<file path="src/rtl/clb_config_loader_pkg.sv">
// Shared definitions for the CLB switch-box configuration loader: the loader
// state encoding and the helpers that size the configuration vector.
package clb_config_loader_pkg;

  typedef enum logic [1:0] {
    IDLE   = 2'd0,
    LOAD   = 2'd1,
    COMMIT = 2'd2
  } state_t;

  // Switch-box configuration width: six switches per single-length track,
  // six per pair of double-length tracks.
  function automatic int calc_cw(input int ws, input int wd);
    return ws * 6 + (wd / 2) * 6;
  endfunction

  // Number of din words needed to cover cw bits.
  function automatic int calc_nw(input int cw, input int dw);
    return (cw + dw - 1) / dw;
  endfunction

  // Word counter width; never below one bit.
  function automatic int calc_cntw(input int nw);
    return (nw > 1) ? $clog2(nw) : 1;
  endfunction

endpackage

</file>
<file path="src/rtl/clb_config_loader_if.sv">
// Load handshake and configuration outputs of the CLB config loader.
interface clb_config_loader_if #(
  parameter int DW = 8,
  parameter int CW = 60
);
  logic          start;
  logic          din_valid;
  logic          din_ready;
  logic [DW-1:0] din;
  logic [CW-1:0] c;
  logic          busy;
  logic          done;
  logic          err;

  modport master (
    output start, din_valid, din,
    input  din_ready, c, busy, done, err
  );

  modport slave (
    input  start, din_valid, din,
    output din_ready, c, busy, done, err
  );
endinterface

</file>
<file path="src/rtl/clb_config_loader.sv">
// Shifts a switch-box configuration in DW-bit words into a shadow register,
// then commits it to the active configuration in a single edge so the switch
// box never sees a partial configuration.
module clb_config_loader
  import clb_config_loader_pkg::*;
#(
  parameter int WS = 7,
  parameter int WD = 6,
  parameter int DW = 8
) (
  input  logic                 clk,
  input  logic                 rst,
  clb_config_loader_if.slave   bus
);

  localparam int CW   = calc_cw(WS, WD);
  localparam int NW   = calc_nw(CW, DW);
  localparam int CNTW = calc_cntw(NW);
  localparam int XW   = NW * DW;

  state_t          r_state;
  state_t          w_next;
  logic [CNTW-1:0] r_cnt;
  logic [CW-1:0]   r_shadow;
  logic [CW-1:0]   r_c;
  logic            r_done;
  logic            r_err;

  logic            w_last;
  logic            w_beat;
  logic            w_restart;
  logic            w_clear;
  logic            w_commit;
  logic [XW-1:0]   w_wide;
  logic [CW-1:0]   w_shadow_next;

  assign w_last = (r_cnt == CNTW'(NW - 1));

  // State register.
  // NOTE: sequential state uses non-blocking assignments so every register
  // samples pre-edge values regardless of block ordering.
  always_ff @(posedge clk or posedge rst) begin
    if (rst) r_state <= IDLE;
    else     r_state <= w_next;
  end

  // Next-state and per-cycle control decode.
  // NOTE: every output of this block gets a default first, so no path can
  // leave a signal unassigned and infer a latch.
  always_comb begin
    w_next    = r_state;
    w_beat    = 1'b0;
    w_restart = 1'b0;
    w_clear   = 1'b0;
    w_commit  = 1'b0;
    unique case (r_state)
      IDLE: begin
        if (bus.start) begin
          w_next  = LOAD;
          w_clear = 1'b1;
        end
      end
      LOAD: begin
        // A restart wins over a beat arriving in the same cycle.
        if (bus.start) begin
          w_restart = 1'b1;
        end else if (bus.din_valid) begin
          w_beat = 1'b1;
          if (w_last) w_next = COMMIT;
        end
      end
      COMMIT: begin
        w_commit = 1'b1;
        w_next   = IDLE;
      end
      default: w_next = IDLE;
    endcase
  end

  // Word counter: restarts on every new or restarted load, wraps after the last word.
  always_ff @(posedge clk or posedge rst) begin
    if (rst)                       r_cnt <= '0;
    else if (w_clear || w_restart) r_cnt <= '0;
    else if (w_beat)               r_cnt <= w_last ? '0 : r_cnt + 1'b1;
  end

  // Sticky restart flag, cleared only by a fresh start from IDLE.
  always_ff @(posedge clk or posedge rst) begin
    if (rst)            r_err <= 1'b0;
    else if (w_clear)   r_err <= 1'b0;
    else if (w_restart) r_err <= 1'b1;
  end

  // Place the incoming word into a word-aligned view of the shadow; bits of
  // the last word above CW fall off when narrowed back.
  always_comb begin
    w_wide                          = XW'(r_shadow);
    w_wide[int'(r_cnt) * DW +: DW]  = bus.din;
    w_shadow_next                   = w_wide[CW-1:0];
  end

  // Shadow register, written one word per beat.
  // NOTE: this wide storage register is reset anyway, because a reset must
  // leave every switch open rather than expose stale configuration.
  always_ff @(posedge clk or posedge rst) begin
    if (rst)         r_shadow <= '0;
    else if (w_beat) r_shadow <= w_shadow_next;
  end

  // Active configuration and done pulse, both updated on the edge leaving COMMIT.
  always_ff @(posedge clk or posedge rst) begin
    if (rst) begin
      r_c    <= '0;
      r_done <= 1'b0;
    end else begin
      r_done <= w_commit;
      if (w_commit) r_c <= r_shadow;
    end
  end

  assign bus.din_ready = (r_state == LOAD);
  assign bus.busy      = (r_state != IDLE);
  assign bus.c         = r_c;
  assign bus.done      = r_done;
  assign bus.err       = r_err;

endmodule

</file>
<file path="src/flat_wrapper.sv">
// flat-port wrapper written by rule: the top's interface ports become plain ports
module clb_config_loader_flat import clb_config_loader_pkg::*;
#(
  parameter int WS = 7,
  parameter int WD = 6,
  parameter int DW = 8
)
  (clk, rst, bus_start, bus_din_valid, bus_din, bus_din_ready, bus_c, bus_busy, bus_done, bus_err);
  clb_config_loader_if #(.DW(DW), .CW((60))) bus_i ();
  input  logic clk;
  input  logic rst;
  input wire logic [$bits(bus_i.start)-1:0] bus_start;
  input wire logic [$bits(bus_i.din_valid)-1:0] bus_din_valid;
  input wire logic [$bits(bus_i.din)-1:0] bus_din;
  output wire logic [$bits(bus_i.din_ready)-1:0] bus_din_ready;
  output wire logic [$bits(bus_i.c)-1:0] bus_c;
  output wire logic [$bits(bus_i.busy)-1:0] bus_busy;
  output wire logic [$bits(bus_i.done)-1:0] bus_done;
  output wire logic [$bits(bus_i.err)-1:0] bus_err;
  assign bus_i.start = bus_start;
  assign bus_i.din_valid = bus_din_valid;
  assign bus_i.din = bus_din;
  assign bus_din_ready = bus_i.din_ready;
  assign bus_c = bus_i.c;
  assign bus_busy = bus_i.busy;
  assign bus_done = bus_i.done;
  assign bus_err = bus_i.err;
  clb_config_loader #(.WS(WS), .WD(WD), .DW(DW)) u_core (.clk(clk), .rst(rst), .bus(bus_i));
endmodule
</file>
<file path="config.mk">
export PLATFORM = sky130hd
export DESIGN_NAME = clb_config_loader_flat
export DESIGN_NICKNAME = d
export VERILOG_FILES = /design/src/rtl/clb_config_loader_pkg.sv /design/src/rtl/clb_config_loader_if.sv /design/src/rtl/clb_config_loader.sv /design/src/flat_wrapper.sv
export SDC_FILE = /design/constraint.sdc
export NUM_CORES = 1
export LEC_CHECK = 0
export CORE_MARGIN = 1
export CORE_UTILIZATION = 51
export CTS_BUF_LIST = sky130_fd_sc_hd__clkbuf_4
export DETAILED_ROUTE_END_ITERATION = 10
export GPL_ROUTABILITY_DRIVEN = 0
export PLACE_DENSITY = 0.9
export SYNTH_ARGS = -nofsm -noshare
export SYNTH_HDL_FRONTEND = slang
export SYNTH_SLANG_ARGS = --single-unit
export TNS_END_PERCENT = 50
</file>
<file path="constraint.sdc">
create_clock -name clk -period 3.87 [get_ports clk]
set_input_delay 0.5805 -clock clk [delete_from_list [all_inputs] [get_ports clk]]
set_output_delay 0.5805 -clock clk [all_outputs]
set_load 0.03 [all_outputs]
</file>
==> results.toml, run 1 <==
[place]
dp_slack_ns = 1.11
portBuffers = 75
place_hpwl_mm = 7.24

[pwr]
sw_frac_of_total = 0.241
p_switching_uw = 642
powerDensity_nw_per_um2 = 415
vdd_drop_max_mv = 0.229
sequentialPowerShare = 0.545
power.share.clock = 0.378
leakage_nw = 3.22
combPwrFrac = 0.077
internal_power_mw = 2.02

[cts]
root_buffer = "clkbuf_4"
cts_setup_buffers = 0
clk_pin_slew_ns = 0.11
ctsResizeCount = 0
clk_path_buf_depth = 2
cts_made_buffers = 17
h-tree-depth = 4
hold_buffers = 0
clk_latency_ns = 0.55
cts.sinks = 127
cts_tree = "yes"

[floorplan]
die_h_um = 103
fp.coreArea_sq_um = 9860
ioPinCount = 76
die_area_sq_um = 10700
die_width_um = 103
core.rowCount = 36
initial_utilization = 0.532

[route]
drtIter0Drc = 165
drc_errors = 0
detail-route-antenna-nets = 0
first_pass_iters = 5
viasPerCell = 5.24
drt-total-wl_mm = 10.8
vias = 3617
post_drt_wl_per_cell_um = 15.7

[setup_path]
setup.worst_path.end_class = "flip-flop"
start_kind = "flip-flop"
arrival_ns = 3.28
path_class = "reg2reg"
cp.required_ns = 4.30
crit_fanout = 19

[grt]
grt_pass1_wl_mm = 17.6
grt_max_degree = 87
track_usage = 0.223
grt_antenna_before_repair = 0
overflow = 0
grt_pass1_vias = 3662

[synth]
yosys_warnings = 0
syn_avg_cell_area_sq_um = 11.2
synth_area_leader_cell = "dfrtp_1"
syn-num-nets = 488
syn_inst = 469
async_reset_ff_frac = 1.00
synth_edf_count = 0
ys_seq_area_frac = 0.606
ys_seq_elements = 127
synth_top_area_share = 0.606
synth_cell_types = 33
synthFlopType = "dfrtp_1"
ys_top_cells_by_area = "dfrtp_1 (61%), nand2_1 (13%), mux2_2 (11%), ha_1 (1.7%), and2_1 (1.6%)"
syn_area_sq_um = 5250

[timing]
finalClockSkew_ns = 0.0120
fmax_mhz = 351
worst_pin_slew_ns = 0.912
max-slew-margin-rel = 0.391
fin_ws_ns = 1.02
setup_violations = 0
rsz0062_at_grt = "no"
hold_viol = 0
slew_viol_final = 0
period_share = 0.736
setup_tns_ns = 0
post-route-min-period_ns = 2.85

[finish]
area_growth_pct = 22.4
drive_gt1_frac = 0.171
antennaDiodeCount = 0
nNetsFinal = 563

[outcome]
outcome = "complete, no violations"

[min_path]
min_path_type = "reg2reg"

[run]
cap_violations = 0
## critical path: stages (launching register included)
cell and delay (ns):
dfrtp_1 0.69, inv_1 0.15, ha_1 0.27, ha_1 0.46, nor4b_1 0.37, nand3_1 0.40
mux2_2 0.40
## power groups by stage
stage | clock network, mW | logic [mW] | registers [mW]
after floorplan | 0 | 0.151 | 1.45
final | 1.01 | 0.205 | 1.45
after CTS | 1.02 | 0.205 | 1.45
after global routing | 1.07 | 0.224 | 1.46
after detailed placement | 0 | 0.205 | 1.47
after global placement | 0 | 0.191 | 1.47
## path summary, 6_finish.rpt
check / from / endpoint / slack [ns] / cells past startpoint
worst max-delay path: u_core.r_cnt[0]$_DFFE_PP0P_ / u_core.r_shadow[4]$_DFFE_PP0P_ / 1.02 / 6
worst min-delay path: u_core.r_shadow[52]$_DFFE_PP0P_ / u_core.bus.c[52]$_DFFE_PP0P_ / 0.48 / 2
worst max register to register: u_core.r_cnt[0]$_DFFE_PP0P_ / u_core.r_shadow[4]$_DFFE_PP0P_ / 1.02 / 6
worst min register to register: u_core.r_shadow[52]$_DFFE_PP0P_ / u_core.bus.c[52]$_DFFE_PP0P_ / 0.48 / 2
max in group asynchronous: rst / u_core.r_shadow[7]$_DFFE_PP0P_ / 2.41 / 3
min in group asynchronous: rst / u_core.bus.c[17]$_DFFE_PP0P_ / 0.56 / 2
## state kept, by name, summed over array words and instances, names as in the netlist
| signal | flops |
|---|---|
| u_core.r_state | 2 |
| u_core.bus.done | 1 |
| u_core.bus.err | 1 |
| u_core.r_shadow | 60 |
| u_core.bus.c | 60 |
| u_core.r_cnt | 3 |
## kinds of logic after synthesis
family | count (synthesis) | synth area share
buffers and inverters | 34 | 0.0274
adder cells (fa/ha/maj) | 7 | 0.0167
flip-flops | 127 | 0.606
AND/OR/NAND/NOR | 224 | 0.205
multiplexers | 61 | 0.129
AO/OA/AOI/OAI | 16 | 0.0165
## cells in the final DEF (no fill, tap or decap)
cell type        instances
clkbuf_4                20
nand2b_2                 1
clkinv_4                 2
and4bb_2                 1
clkinv_1                 4
nand3_1                  2
o31a_1                   1
nor4b_1                  1
nand4bb_4                1
nor4b_4                  3
nor3b_1                  1
dfrtp_1                127
inv_1                   11
nand3b_1                 1
mux2i_1                  8
buf_4                    1
nor4b_2                  1
ha_1                     7
clkdlybuf4s50_1         75
clkinvlp_4               3
nor2b_1                  2
o31ai_1                  1
nand3_2                  2
nor2_1                   2
and2_1                  13
nand2b_1                 1
bufinv_16                4
nor3_2                   1
nand2_1                176
mux2_2                  52
and3_1                  10
inv_2                    1
a21oi_1                  3
buf_12                   1
or2_2                    1
and4b_1                  4
o21ai_0                 11
mux2_1                   1
## Yosys cell counts (2+ instances only)
cell and n:
mux2_2 52, buf_2 7, nand2b_1 2, nand3_1 2
and3_1 10, nor2_1 2, buf_1 2, nor2b_1 2
mux2i_1 8, clkbuf_1 11, and2_1 13, dfrtp_1 127
ha_1 7, inv_1 12, nor4b_4 3, nand2_1 176
and4b_1 4, nand3_2 2, a21oi_1 3, o21ai_0 11
## metal layers
metal	vias up	wire [um]	track usage
met5	-	0	0
met3	21	615	0.0571
met4	0	192	0.0964
met1	1793	4640	0.279
met2	116	5390	0.368
li1	1687	-	-
## per-stage QoR
| step | area (sq um) | hold slack [ns] | power [mW] | std cells | utilization |
|---|---|---|---|---|---|
| after global routing | 6420 | 0.494 | 2.76 | 690 | 0.651 |
| after global placement | 6100 | 0.453 | 1.66 | 658 | 0.619 |
| after detailed placement | 6100 | 0.453 | 1.68 | 658 | 0.619 |
| after CTS | 6420 | 0.482 | 2.68 | 690 | 0.651 |
| final | 6420 | 0.477 | 2.66 | 690 | 0.651 |
| after floorplan | 5250 | 0.432 | 1.61 | 469 | - |
## cell type report
| cell class | instances | area, sq um |
|---|---|---|
| Multi-Input combinational cell | 308 | 1930 |
| Inverter | 13 | 52.6 |
| Clock buffer | 20 | 150 |
| Sequential cell | 127 | 3180 |
| Fill cell | 715 | 3440 |
| Tap cell | 133 | 166 |
| Timing Repair Buffer | 77 | 778 |
| Clock inverter | 12 | 168 |
Note: power is estimated with default switching activity, not from simulation.
==> run 2: changes to the inputs <==
- clock period: 3.87 -> 2.4 ns (I/O delays scaled with it)
==> results.toml, run 2 (synthesis results as in run 1) <==
[setup_path]
start_kind = "flip-flop"
cp.required_ns = 2.83
crit_fanout = 8
path_class = "reg2reg"
arrival_ns = 2.66
reg2regPathDepth = 7
setup.worst_path.end_class = "flip-flop"

[timing]
fmax_mhz = 447
max-slew-margin-rel = 0.604
period_share = 0.932
post-route-min-period_ns = 2.24
setup_violations = 0
worst_pin_slew_ns = 0.593
rsz0062_at_grt = "no"
hold_viol = 0
setup_tns_ns = 0
slew_viol_final = 0
finalClockSkew_ns = 0.0141

[finish]
final_common_cell = "nand2_1"
antennaDiodeCount = 0
final_cell_area_sq_um = 6530
nNetsFinal = 573
final_cells = 700
final_cell_mix = "nand2_1 (176), dfrtp_1 (126), clkdlybuf4s50_1 (74)"
drive_gt1_frac = 0.196
area_growth_pct = 24.4

[route]
drt-total-wl_mm = 10.6
detail-route-antenna-nets = 0
drtIter0Drc = 231
post_drt_wl_per_cell_um = 15.2
viasPerCell = 5.04
first_pass_iters = 4
vias = 3531
drc_errors = 0

[place]
portBuffers = 75
dp.cells = 668
place_hpwl_mm = 7.50
placed_area_sq_um = 6190

[cts]
clk_latency_ns = 0.52
h-tree-depth = 4
cts_setup_buffers = 0
ctsResizeCount = 0
clk_pin_slew_ns = 0.11
cts_tree = "yes"
clk_path_buf_depth = 2
cts_made_buffers = 17
hold_buffers = 0
root_buffer = "clkbuf_4"
cts.sinks = 127

[floorplan]
ioPinCount = 76
fp.coreArea_sq_um = 9860
die_area_sq_um = 10700
initial_utilization = 0.532
die_h_um = 103
core.rowCount = 36
die_width_um = 103

[grt]
grt_antenna_before_repair = 0
track_usage = 0.224
grt_pass1_vias = 3628
grt_max_degree = 54
grt_pass1_wl_mm = 17.6
overflow = 0

[min_path]
min_path_type = "in2async"

[run]
cap_violations = 0

[pwr]
leakage_nw = 3.28
vdd_drop_max_mv = 0.301
powerDensity_nw_per_um2 = 656
power_mw = 4.28

[outcome]
outcome = "complete, no violations"
## run 2: cell types whose count changed in the layout (fill, tap and decap cells not counted), moves of 2 or more
cell      before  now
nand3_1        2    0
clkinv_2       0    2
buf_4          1   10
nand3_2        2    4
clkbuf_4      20   17
clkinv_4       2    4
clkinv_1       4    2
## run 2: routing by layer
| layer | vias up | part of all wire | track usage |
|---|---|---|---|
| li1 | 1704 | - | - |
| met4 | 0 | 0.016 | 0.0888 |
| met1 | 1723 | 0.45 | 0.296 |
| met3 | 18 | 0.043 | 0.0652 |
| met2 | 86 | 0.49 | 0.350 |
| met5 | - | 0 | 0 |
## run 2: path summary, 6_finish.rpt
kind	startpoint	to	slack, ns
max	u_core.r_cnt[1]$_DFFE_PP0P_	u_core.r_shadow[37]$_DFFE_PP0P_	0.16
min	rst	u_core.r_shadow[18]$_DFFE_PP0P_	0.20
max reg2reg	u_core.r_cnt[1]$_DFFE_PP0P_	u_core.r_shadow[37]$_DFFE_PP0P_	0.16
min reg2reg	u_core.r_shadow[21]$_DFFE_PP0P_	u_core.bus.c[21]$_DFFE_PP0P_	0.48
max in group asynchronous	rst	u_core.r_state[0]$_DFFE_PP0P_	1.59
min in group clk	u_core.r_shadow[21]$_DFFE_PP0P_	u_core.bus.c[21]$_DFFE_PP0P_	0.48
## run 2: per-stage QoR
| step | setup slack [ns] | hold WS, ns | util |
|---|---|---|---|
| finish | 0.164 | 0.201 | 0.662 |
| global route | 0.0352 | 0.167 | 0.662 |
| CTS | 0.0423 | 0.176 | 0.660 |
| detailed placement | 0.0495 | 0.455 | 0.627 |
| global placement | 0.219 | 0.452 | 0.627 |
| floorplan | -0.0521 | 0.432 | - |
## run 2: area by class of cell
type | count | area [sq um]
Clock buffer | 17 | 128
Clock inverter | 15 | 195
Fill cell | 698 | 3340
Inverter | 13 | 52.6
Multi-Input combinational cell | 308 | 1940
Sequential cell | 127 | 3180
Tap cell | 133 | 166
Timing Repair Buffer | 87 | 868
## run 2: critical path, cell delays in order, from the launching register on
cell and delay (ns):
dfrtp_1 0.48, inv_1 0.10, ha_1 0.22, ha_2 0.42
o31a_1 0.26, and4b_1 0.24, buf_4 0.20, mux2i_1 0.21
## run 2: where the power goes
group / switching [mW] / internal (mW) / total (mW)
combinational: 0.193 / 0.157 / 0.350
clock: 0.783 / 0.821 / 1.60
sequential: 0.0644 / 2.26 / 2.33
==> run 3: changes to the inputs <==
- ABC_AREA: not set -> 1
- PLACE_DENSITY: 0.9 -> 0.89
==> results.toml, run 3 <==
[synth]
synth-simple-area-share = 0.356
synth_edf_count = 0
yosys-top-cells-count = "nand2_1 (336), dfrtp_1 (127), nand3_1 (41)"
ys_seq_area_frac = 0.586
syn_area_sq_um = 5430
async_reset_ff_frac = 1.00
yosys_warnings = 0
synth_top_area_share = 0.586
synth_cell_types = 23
syn_inst = 643
synthFlopType = "dfrtp_1"
ys_seq_elements = 127
synth_xor_area_frac = 0
synth_area_leader_cell = "dfrtp_1"
synthMuxAreaShare = 0
synth_fa_ha_area_frac = 0.0161
synth_top_family_by_area = "simple AND/OR/NAND/NOR gates"
ys_top_cells_by_area = "dfrtp_1 (59%), nand2_1 (23%), nand3_1 (3.8%), nand4_1 (2.8%), nor2_1 (2.8%)"
syn_avg_cell_area_sq_um = 8.44
syn-num-nets = 662
yosysMostFrequentCell = "nand2_1"
synth_compound_area_frac = 0.00254

[min_path]
min_path_type = "in2async"

[timing]
fin_ws_ns = 0.114
post-route-min-period_ns = 2.29
period_share = 0.953
setup_tns_ns = 0
hold_ws_ns = 0.216
worst_pin_slew_ns = 0.604
rsz0062_at_grt = "no"
setup_violations = 0
hold_viol = 0
slew_viol_final = 0
max-slew-margin-rel = 0.596
fmax_mhz = 437
finalClockSkew_ns = 0.0185

[finish]
antennaDiodeCount = 0
final_cell_mix = "nand2_1 (335), dfrtp_1 (127), clkdlybuf4s50_1 (75)"
drive_gt1_frac = 0.0844
final_core_utilization = 0.642
final_cell_area_sq_um = 6630
final.fill_count = 833
final_common_cell = "nand2_1"
area_growth_pct = 22.2
nNetsFinal = 742

[grt]
grt_pass1_wl_mm = 20.4
overflow = 0
grt_max_degree = 68
grt_antenna_before_repair = 0
grt_pass1_vias = 4458
track_usage = 0.234

[pwr]
power.share.clock = 0.331
sw_frac_of_total = 0.296
internal_power_mw = 3.14
p_switching_mw = 1.32
vdd_drop_max_mv = 0.347
sequentialPowerShare = 0.519
combPwrFrac = 0.150
powerDensity_nw_per_um2 = 672
leakage_nw = 3.52

[cts]
root_buffer = "clkbuf_4"
clk_pin_slew_ns = 0.11
clk_path_buf_depth = 2
cts_setup_buffers = 0
clk_latency_ns = 0.54
ctsResizeCount = 0
hold_buffers = 0
cts_made_buffers = 17
cts_tree = "yes"
h-tree-depth = 4
cts.sinks = 127

[floorplan]
core.rowCount = 37
die_area_sq_um = 11100
die_h_um = 105
fp.coreArea_sq_um = 10300
die_width_um = 105
initial_utilization = 0.526
ioPinCount = 76

[setup_path]
slowest_stage = "clkdlybuf4s50_1"
setup.worst_path.end_class = "output pin"
crit_fanout = 4
arrival_ns = 1.93
path_cells = "inv_1 > nor2_4 > clkdlybuf4s50_1"
cp.required_ns = 2.04
path_class = "reg2out"
start_kind = "flip-flop"
critPathMaxStageDelay_ns = 0.69

[route]
first_pass_iters = 5
drc_errors = 0
detail-route-antenna-nets = 0
drtIter0Drc = 424
met3_wirelength_um = 764
drt-total-wl_mm = 12.2
highest_layer = "met4"
viasPerCell = 5.26
wl_met2_mm = 5.76
vias = 4579
post_drt_wl_per_cell_um = 14.0
wl_met1_mm = 5.34

[place]
dp_slack_ns = 0.192
portBuffers = 75
placed_area_sq_um = 6330
place_hpwl_mm = 8.66

[outcome]
outcome = "complete, no violations"

[run]
cap_violations = 0
run 3: cell types whose count changed after synthesis, sizes merged, moves of 13 or more:
| cell | change |
|---|---|
| nand2 | +165 |
| mux2 | -53 |
| nor2 | +45 |
| nand3 | +39 |
| nand4 | +24 |
| and2 | -13 |
run 3: power groups by stage:
| stage | logic [mW] | clock network (mW) | registers [mW] |
|---|---|---|---|
| 3_5_place_dp | 0.641 | 0 | 2.35 |
| 3_3_place_gp | 0.593 | 0 | 2.35 |
| 4_1_cts | 0.639 | 1.51 | 2.31 |
| 6_report | 0.668 | 1.48 | 2.31 |
| 5_1_grt | 0.740 | 1.59 | 2.33 |
| 2_1_floorplan | 0.488 | 0 | 2.34 |
run 3: worst paths after layout:
| path | start | slack [ns] | to | cells past startpoint |
|---|---|---|---|---|
| setup reg to reg | u_core.r_cnt[0]$_DFFE_PP0P_ | 0.17 | u_core.r_shadow[52]$_DFFE_PP0P_ | 7 |
| max in group asynchronous | rst | 1.49 | u_core.bus.done$_DFF_PP0_ | 3 |
| min in group clk | u_core.bus.c[25]$_DFFE_PP0P_ | 0.48 | u_core.bus.c[25]$_DFFE_PP0P_ | 2 |
| setup / recovery | u_core.r_state[0]$_DFFE_PP0P_ | 0.11 | bus_din_ready | 3 |
| hold / removal | rst | 0.22 | u_core.bus.c[16]$_DFFE_PP0P_ | 2 |
| hold reg to reg | u_core.bus.c[25]$_DFFE_PP0P_ | 0.48 | u_core.bus.c[25]$_DFFE_PP0P_ | 2 |
run 3: logic make-up (layout without fill, tap and decap cells):
logic type | count (synthesis) | count (layout)
AND/OR/NAND/NOR | 462 | 462
flip-flops | 127 | 127
buffers and inverters | 45 | 137
adder cells (fa/ha/maj) | 7 | 7
AO/OA/AOI/OAI | 2 | 2
run 3: worst max-delay path: cells and delay by family (launching register included):
kind                   cells  cell delay, ns
buffers and inverters      2            0.79
DFF                        1            0.46
and+or+nand+nor            1            0.14
run 3: cell type report:
class	instances	area (sq um)	area share
Sequential cell	127	3180	0.479
Multi-Input combinational cell	471	2060	0.310
Timing Repair Buffer	87	866	0.131
Tap cell	136	170	0.0257
Clock inverter	13	148	0.0223
Clock buffer	18	135	0.0204
Inverter	19	75.1	0.0113
run 3: routing by layer:
| metal | global-route usage | vias up |
|---|---|---|
| li1 | - | 2180 |
| met1 | 0.308 | 2171 |
| met2 | 0.372 | 191 |
| met3 | 0.0605 | 37 |
| met4 | 0.0946 | 0 |
| met5 | 0 | - |
run 3: metrics by stage:
stage               total power [mW]  std cells
floorplan                       2.82        643
global placement                2.94        840
detailed placement              2.99        840
CTS                             4.46        871
global route                    4.65        871
finish                          4.46        871
